[src/rtl/mac_sched_pkg.sv]
// rtl/mac_sched_pkg.sv - shared state encoding and default sizing for the MAC job scheduler
package mac_sched_pkg;

    localparam int DEF_SIZE    = 6;
    localparam int DEF_SETS    = 16;
    localparam int DEF_DEPTH   = 2;
    localparam int DEF_TIMEOUT = 160;

    typedef enum logic [1:0] {
        IDLE,
        ISSUE,
        WAIT,
        HOLD
    } sched_state_t;

endpackage

[src/rtl/job_fifo.sv]
// rtl/job_fifo.sv - power-of-two job queue with registered full/empty flags
module job_fifo #(
    parameter int WIDTH = 8,
    parameter int DEPTH = 2
) (
    input  logic             clk,
    input  logic             reset,
    input  logic             push,
    input  logic [WIDTH-1:0] push_data,
    input  logic             pop,
    output logic [WIDTH-1:0] head,
    output logic             full,
    output logic             empty
);

    localparam int AW = $clog2(DEPTH);

    logic [WIDTH-1:0] mem [DEPTH];
    logic [AW-1:0]    wr_ptr;
    logic [AW-1:0]    rd_ptr;
    logic [AW:0]      count;
    logic [AW:0]      count_next;
    logic             do_push;
    logic             do_pop;

    // A push into a full queue is only safe when the head leaves on the same edge.
    assign do_push = push && (!full || pop);
    assign do_pop  = pop && !empty;
    assign head    = mem[rd_ptr];

    always_comb begin
        count_next = count;
        if (do_push && !do_pop) begin
            count_next = count + 1'b1;
        end else if (!do_push && do_pop) begin
            count_next = count - 1'b1;
        end
    end

    always_ff @(posedge clk) begin
        if (do_push) begin
            mem[wr_ptr] <= push_data;
        end
    end

    always_ff @(posedge clk) begin
        if (reset) begin
            wr_ptr <= '0;
            rd_ptr <= '0;
            count  <= '0;
            full   <= 1'b0;
            empty  <= 1'b1;
        end else begin
            if (do_push) begin
                wr_ptr <= wr_ptr + 1'b1;
            end
            if (do_pop) begin
                rd_ptr <= rd_ptr + 1'b1;
            end
            count <= count_next;
            full  <= (count_next == (AW+1)'(DEPTH));
            empty <= (count_next == '0);
        end
    end

endmodule

[src/rtl/mac_job_scheduler.sv]
// rtl/mac_job_scheduler.sv - queues MAC jobs, issues them one at a time, times out stalled ones
module mac_job_scheduler
    import mac_sched_pkg::*;
#(
    parameter int SIZE    = DEF_SIZE,
    parameter int SETS    = DEF_SETS,
    parameter int DEPTH   = DEF_DEPTH,
    parameter int TIMEOUT = DEF_TIMEOUT
) (
    input  logic                   clk,
    input  logic                   reset,
    input  logic                   in_valid,
    output logic                   in_ready,
    input  logic [SETS*SIZE-1:0]   in_a,
    input  logic [SETS*SIZE-1:0]   in_b,
    input  logic [SETS*SIZE-1:0]   in_c,
    output logic                   mac_valid,
    output logic [SETS*SIZE-1:0]   mac_a,
    output logic [SETS*SIZE-1:0]   mac_b,
    output logic [SETS*SIZE-1:0]   mac_c,
    input  logic                   mac_ready,
    input  logic [2*SIZE+SETS-1:0] mac_out,
    output logic                   res_valid,
    input  logic                   res_ready,
    output logic [2*SIZE+SETS-1:0] res_data,
    output logic                   err_timeout,
    output logic [15:0]            jobs_done
);

    localparam int OW = SETS * SIZE;
    localparam int JW = 3 * OW;
    localparam int CW = $clog2(TIMEOUT + 1);

    sched_state_t  state;
    logic [CW-1:0] wait_cnt;
    logic [JW-1:0] head;
    logic          fifo_full;
    logic          fifo_empty;
    logic          push;
    logic          pop;

    // in_ready comes straight off the queue's registered full flag.
    assign in_ready = !fifo_full;
    assign push     = in_valid && in_ready;
    assign pop      = (state == IDLE) && !fifo_empty && !res_valid;

    job_fifo #(
        .WIDTH (JW),
        .DEPTH (DEPTH)
    ) u_fifo (
        .clk       (clk),
        .reset     (reset),
        .push      (push),
        .push_data ({in_c, in_b, in_a}),
        .pop       (pop),
        .head      (head),
        .full      (fifo_full),
        .empty     (fifo_empty)
    );

    always_ff @(posedge clk) begin
        if (reset) begin
            state       <= IDLE;
            wait_cnt    <= '0;
            mac_valid   <= 1'b0;
            mac_a       <= '0;
            mac_b       <= '0;
            mac_c       <= '0;
            res_valid   <= 1'b0;
            res_data    <= '0;
            err_timeout <= 1'b0;
            jobs_done   <= '0;
        end else begin
            case (state)
                IDLE: begin
                    if (pop) begin
                        {mac_c, mac_b, mac_a} <= head;
                        mac_valid             <= 1'b1;
                        state                 <= ISSUE;
                    end
                end
                ISSUE: begin
                    mac_valid <= 1'b0;
                    wait_cnt  <= '0;
                    state     <= WAIT;
                end
                WAIT: begin
                    // WAIT lasts at most TIMEOUT cycles; a reply in the last one still wins.
                    if (mac_ready) begin
                        res_data  <= mac_out;
                        res_valid <= 1'b1;
                        state     <= HOLD;
                    end else if (wait_cnt == CW'(TIMEOUT - 1)) begin
                        err_timeout <= 1'b1;
                        state       <= IDLE;
                    end else begin
                        wait_cnt <= wait_cnt + 1'b1;
                    end
                end
                HOLD: begin
                    if (res_ready) begin
                        res_valid <= 1'b0;
                        jobs_done <= jobs_done + 1'b1;
                        state     <= IDLE;
                    end
                end
                default: state <= IDLE;
            endcase
        end
    end

endmodule

[config.mk]
export PLATFORM = sky130hd
export DESIGN_NAME = mac_job_scheduler
export DESIGN_NICKNAME = d
export VERILOG_FILES = /design/src/rtl/mac_sched_pkg.sv /design/src/rtl/job_fifo.sv /design/src/rtl/mac_job_scheduler.sv
export SDC_FILE = /design/constraint.sdc
export NUM_CORES = 1
export LEC_CHECK = 0
export ABC_AREA = 1
export CAP_MARGIN = 20
export CORE_ASPECT_RATIO = 1.4
export CORE_MARGIN = 8
export CORE_UTILIZATION = 46
export DETAILED_ROUTE_END_ITERATION = 16
export PLACE_DENSITY = 0.76
export SLEW_MARGIN = 0
export SYNTH_ARGS = -nofsm -noshare
export SYNTH_HDL_FRONTEND = slang
export SYNTH_SLANG_ARGS = --single-unit
export TNS_END_PERCENT = 20
[constraint.sdc]
create_clock -name clk -period 14.4 [get_ports clk]
set_input_delay 2.16 -clock clk [delete_from_list [all_inputs] [get_ports clk]]
set_output_delay 2.16 -clock clk [all_outputs]
set_load 0.03 [all_outputs]
==> run_results.csv <==
group,metric,value,unit
routing,vias,21752,
global_routing,grt_start_max_net_pins,150,
synth,synth_fp_nets,2882,
routing,routed_wirelength,85700,um
routing,drt-initial-drc-count,1607,
timing,fin_crit_sh,35.1,%
global_routing,track_usage,20.9,%
timing,timing.fmax,0.198,GHz
power_and_ir_drop,p_switching,3500,uW
floorplan,ioPinCount,657,
timing,hold_viol_final,0,
timing,finalClockSkew,0.0181,ns
critical_path,path_class,"in -> reg",
hold_path,hp-class,"reg -> reg",
placement,routabilityCongestion,0.852,
clock_tree,path_clk_slew,0.06,ns
timing,finalWorstSetupSlack,9.35,ns
timing,whs,0.458,ns
routing,routed_via_density,5.21,
synth,synth_ff_type,"edfxtp_1",
critical_path,worst_path_most_repeated_cell,"buf_4",
power_and_ir_drop,ir_worst_vdd,0.175,mV
finish,finalCoreUtilization,60.7,%
finish,area_delta_synth_final,30.9,%
finish,finalNonFillerCells,4176,
timing,rsz0062_at_grt,"no",
critical_path,cp-end-kind,"register",
clock_tree,cts_tree,"done",
routing,dr.pass1.iters,6,
floorplan,fp.dieW,239,um
synth,avgSynthCellArea,12.5,um2
flow_run,maxCapViolCount,0,
floorplan,die_y,328,um
timing,period_minus_slack,5.05,ns
finish,drive_above_1_share,4.72,%
critical_path,crit_chain,"clkdlybuf4s50_1, nand2_1, nor2_4, buf_4, buf_4",
clock_tree,clock_insertion_delay_worst_skew,0.63,ns
power_and_ir_drop,power_density,226,mW/mm2
timing,slew_headroom,29.5,%
critical_path,crit_required,14.65,ns
clock_tree,cts.sinks,927,
routing,wl_met1,30400,um
placement,dp_cells,3990,
global_routing,grt_pass1_vias,21300,
timing,slew_violations,0,
clock_tree,root_buffer,"clkbuf_16",
power_and_ir_drop,p_comb_share,35.6,%
power_and_ir_drop,p_int,5940,uW
floorplan,start_util,46.4,%
floorplan,coreArea,0.0689,mm2
finish,final_nets,3473,
global_routing,grt.overflow.total,0,
clock_tree,htreeDepth,3,
critical_path,crit_arrival,5.29,ns
critical_path,critPathMaxFanout,63,
synth,synth_area_leader_cell,"edfxtp_1",
clock_tree,hold_buffers,0,
power_and_ir_drop,p_seq_share,41.4,%
placement,port_buffers,656,
timing,worst_pin_slew,1.05,ns
placement,dp_hpwl,55800,um
run_status,outcome,"complete, no violations",
clock_tree,cts_buffers,85,
floorplan,num_rows,114,
synth,synth_cell_types,28,
routing,drc_errors,0,
routing,wl_met2,43800,um
global_routing,antenna_found_initial,30,
power_and_ir_drop,switching_share,37.1,%
critical_path,max_stage_delay,0.79,ns
power_and_ir_drop,clkPwrFrac,23.0,%
critical_path,worst_setup_path_start_kind,"input pin",
routing,top_layer,"met4",
clock_tree,ctsResizeCount,0,
clock_tree,post-cts-setup-buffers,0,
critical_path,critPathBufInv,3,
synth,ys_seq_area_share,76.1,%
routing,postRouteAntennaNets,0,
synth,syn-cell-area,0.0319,mm2
synth,synth_top_area_share,54.1,%
routing,wl_per_cell,20.5,um
floorplan,die-area,0.0783,mm2
power_and_ir_drop,p_leak,0.0146,uW
critical_path,crit_path_top_delay_cell,"buf_4",
critical_path,crit_family,"buffers and inverters",
synth,synth_edf_count,576,
synth,ys_ff_latch,927,
placement,dp_slack,8.66,ns
global_routing,grt_pass1_wl,126000,um
routing,wl_met3,7110,um
synth,async_flop_share,0,%
synth,synthTopCellsByArea,"edfxtp_1 54%, dfxtp_1 22%, nand2_1 7.8%",
timing,final-setup-viol-count,0,
synth,synth_cells,2559,
synth,yosys_warnings,0,
critical_path,r2r_slack,10.74,ns
clock_tree,clockBufferDepth,3,
[cell type report]
| type | count | area (um2) |
|---|---|---|
| diodes | 31 | 77.6 |
| clock buffers | 119 | 2340 |
| clock inverters | 35 | 319 |
| fillers | 5309 | 27100 |
| inverters | 40 | 165 |
| multi-input cells | 1417 | 6640 |
| flip-flops and latches | 927 | 24300 |
| well taps | 928 | 1160 |
| repair buffers | 679 | 6780 |
[through the flow]
step / cell area, um2 / setup TNS (ns) / power, uW
6_report: 41800 / 0 / 9440
5_1_grt: 41800 / 0 / 9890
4_1_cts: 41700 / 0 / 9500
3_5_place_dp: 39000 / 0 / 7320
3_3_place_gp: 39000 / 0 / 7240
2_1_floorplan: 31900 / -210.69 / 6050
[worst reg2reg max path, cell delays in order, from the launching register on]
cell and delay, ns:
dfxtp_1 0.36, inv_2 0.09, nand2_1 0.10, nor2_4 0.12
buf_4 0.18, buf_16 0.32, buf_4 0.97, buf_4 1.01
o21ai_1 0.17, a31oi_1 0.25
[metal layers]
layer	global-route usage (%)	up-vias
met5	0	-
met4	12.2	0
met3	6.18	186
met2	36.5	772
met1	22.3	10376
li1	-	10418
[state kept, by name (all words and copies together) (netlist names)]
register / count
u_fifo.mem: 576
u_fifo.rd_ptr: 1
mac_a: 96
mac_valid: 1
state: 2
err_timeout: 1
res_data: 28
res_valid: 1
mac_c: 96
mac_b: 96
wait_cnt: 8
jobs_done: 16
u_fifo.wr_ptr: 1
u_fifo.empty: 1
u_fifo.full: 1
u_fifo.count: 2
[path summary, 6_finish.rpt]
kind	startpoint	to	cells past startpoint
worst max register to register	state[0]	mac_a[74]	9
worst max-delay path	in_valid	u_fifo.mem[1][89]	5
worst min register to register	res_data[4]	res_data[4]	2
worst min-delay path	res_data[4]	res_data[4]	2
[synth_stat cells, types with 2 or more instances]
library cell  instances
edfxtp_1            576
nor3b_1               2
o21ai_1             200
nand2_1             665
ha_1                  2
o21ai_0             101
clkbuf_1             92
inv_1                37
buf_2                58
nor2_1               45
xor2_1                2
nor2_2                2
buf_4                17
nor3_1                9
a21oi_1              48
inv_2                 2
buf_6                 8
o21a_1                2
nand3_1              42
nand4_1               4
dfxtp_1             351
a31oi_1             288
[cells by family after synthesis]
| group | after synthesis | synth area share, % |
|---|---|---|
| simple gates | 773 | 9.41 |
| fa+ha+maj | 2 | 0.0783 |
| xor+xnor | 2 | 0.0548 |
| buf+inv | 215 | 3.14 |
| compound gates | 640 | 11.2 |
| flops | 927 | 76.1 |
[cell usage in the layout (no fill, tap or decap), drive strengths merged, types with 2 or more instances in the layout]
| cell type | instances |
|---|---|
| dfxtp | 351 |
| clkdlybuf4s50 | 655 |
| clkinv | 25 |
| nor3b | 2 |
| o21a | 2 |
| inv | 42 |
| nand4 | 4 |
| nor2 | 47 |
| diode | 31 |
| a21oi | 48 |
| buf | 24 |
| nor3 | 10 |
| bufinv | 5 |
| a31oi | 288 |
| ha | 2 |
| clkbuf | 119 |
| clkinvlp | 3 |
| nand2 | 666 |
| edfxtp | 576 |
| o21ai | 301 |
| nand3 | 43 |
| xor2 | 2 |
[power groups by stage]
stage	combinational (uW)	clock, uW	sequential (uW)
final	3370	2170	3910
after CTS	3390	2210	3910
after global placement	3310	0	3930
after floorplan	1250	0	4800
after detailed placement	3370	0	3950
after global routing	3600	2310	3980
Power figures use the tool's default switching activity.
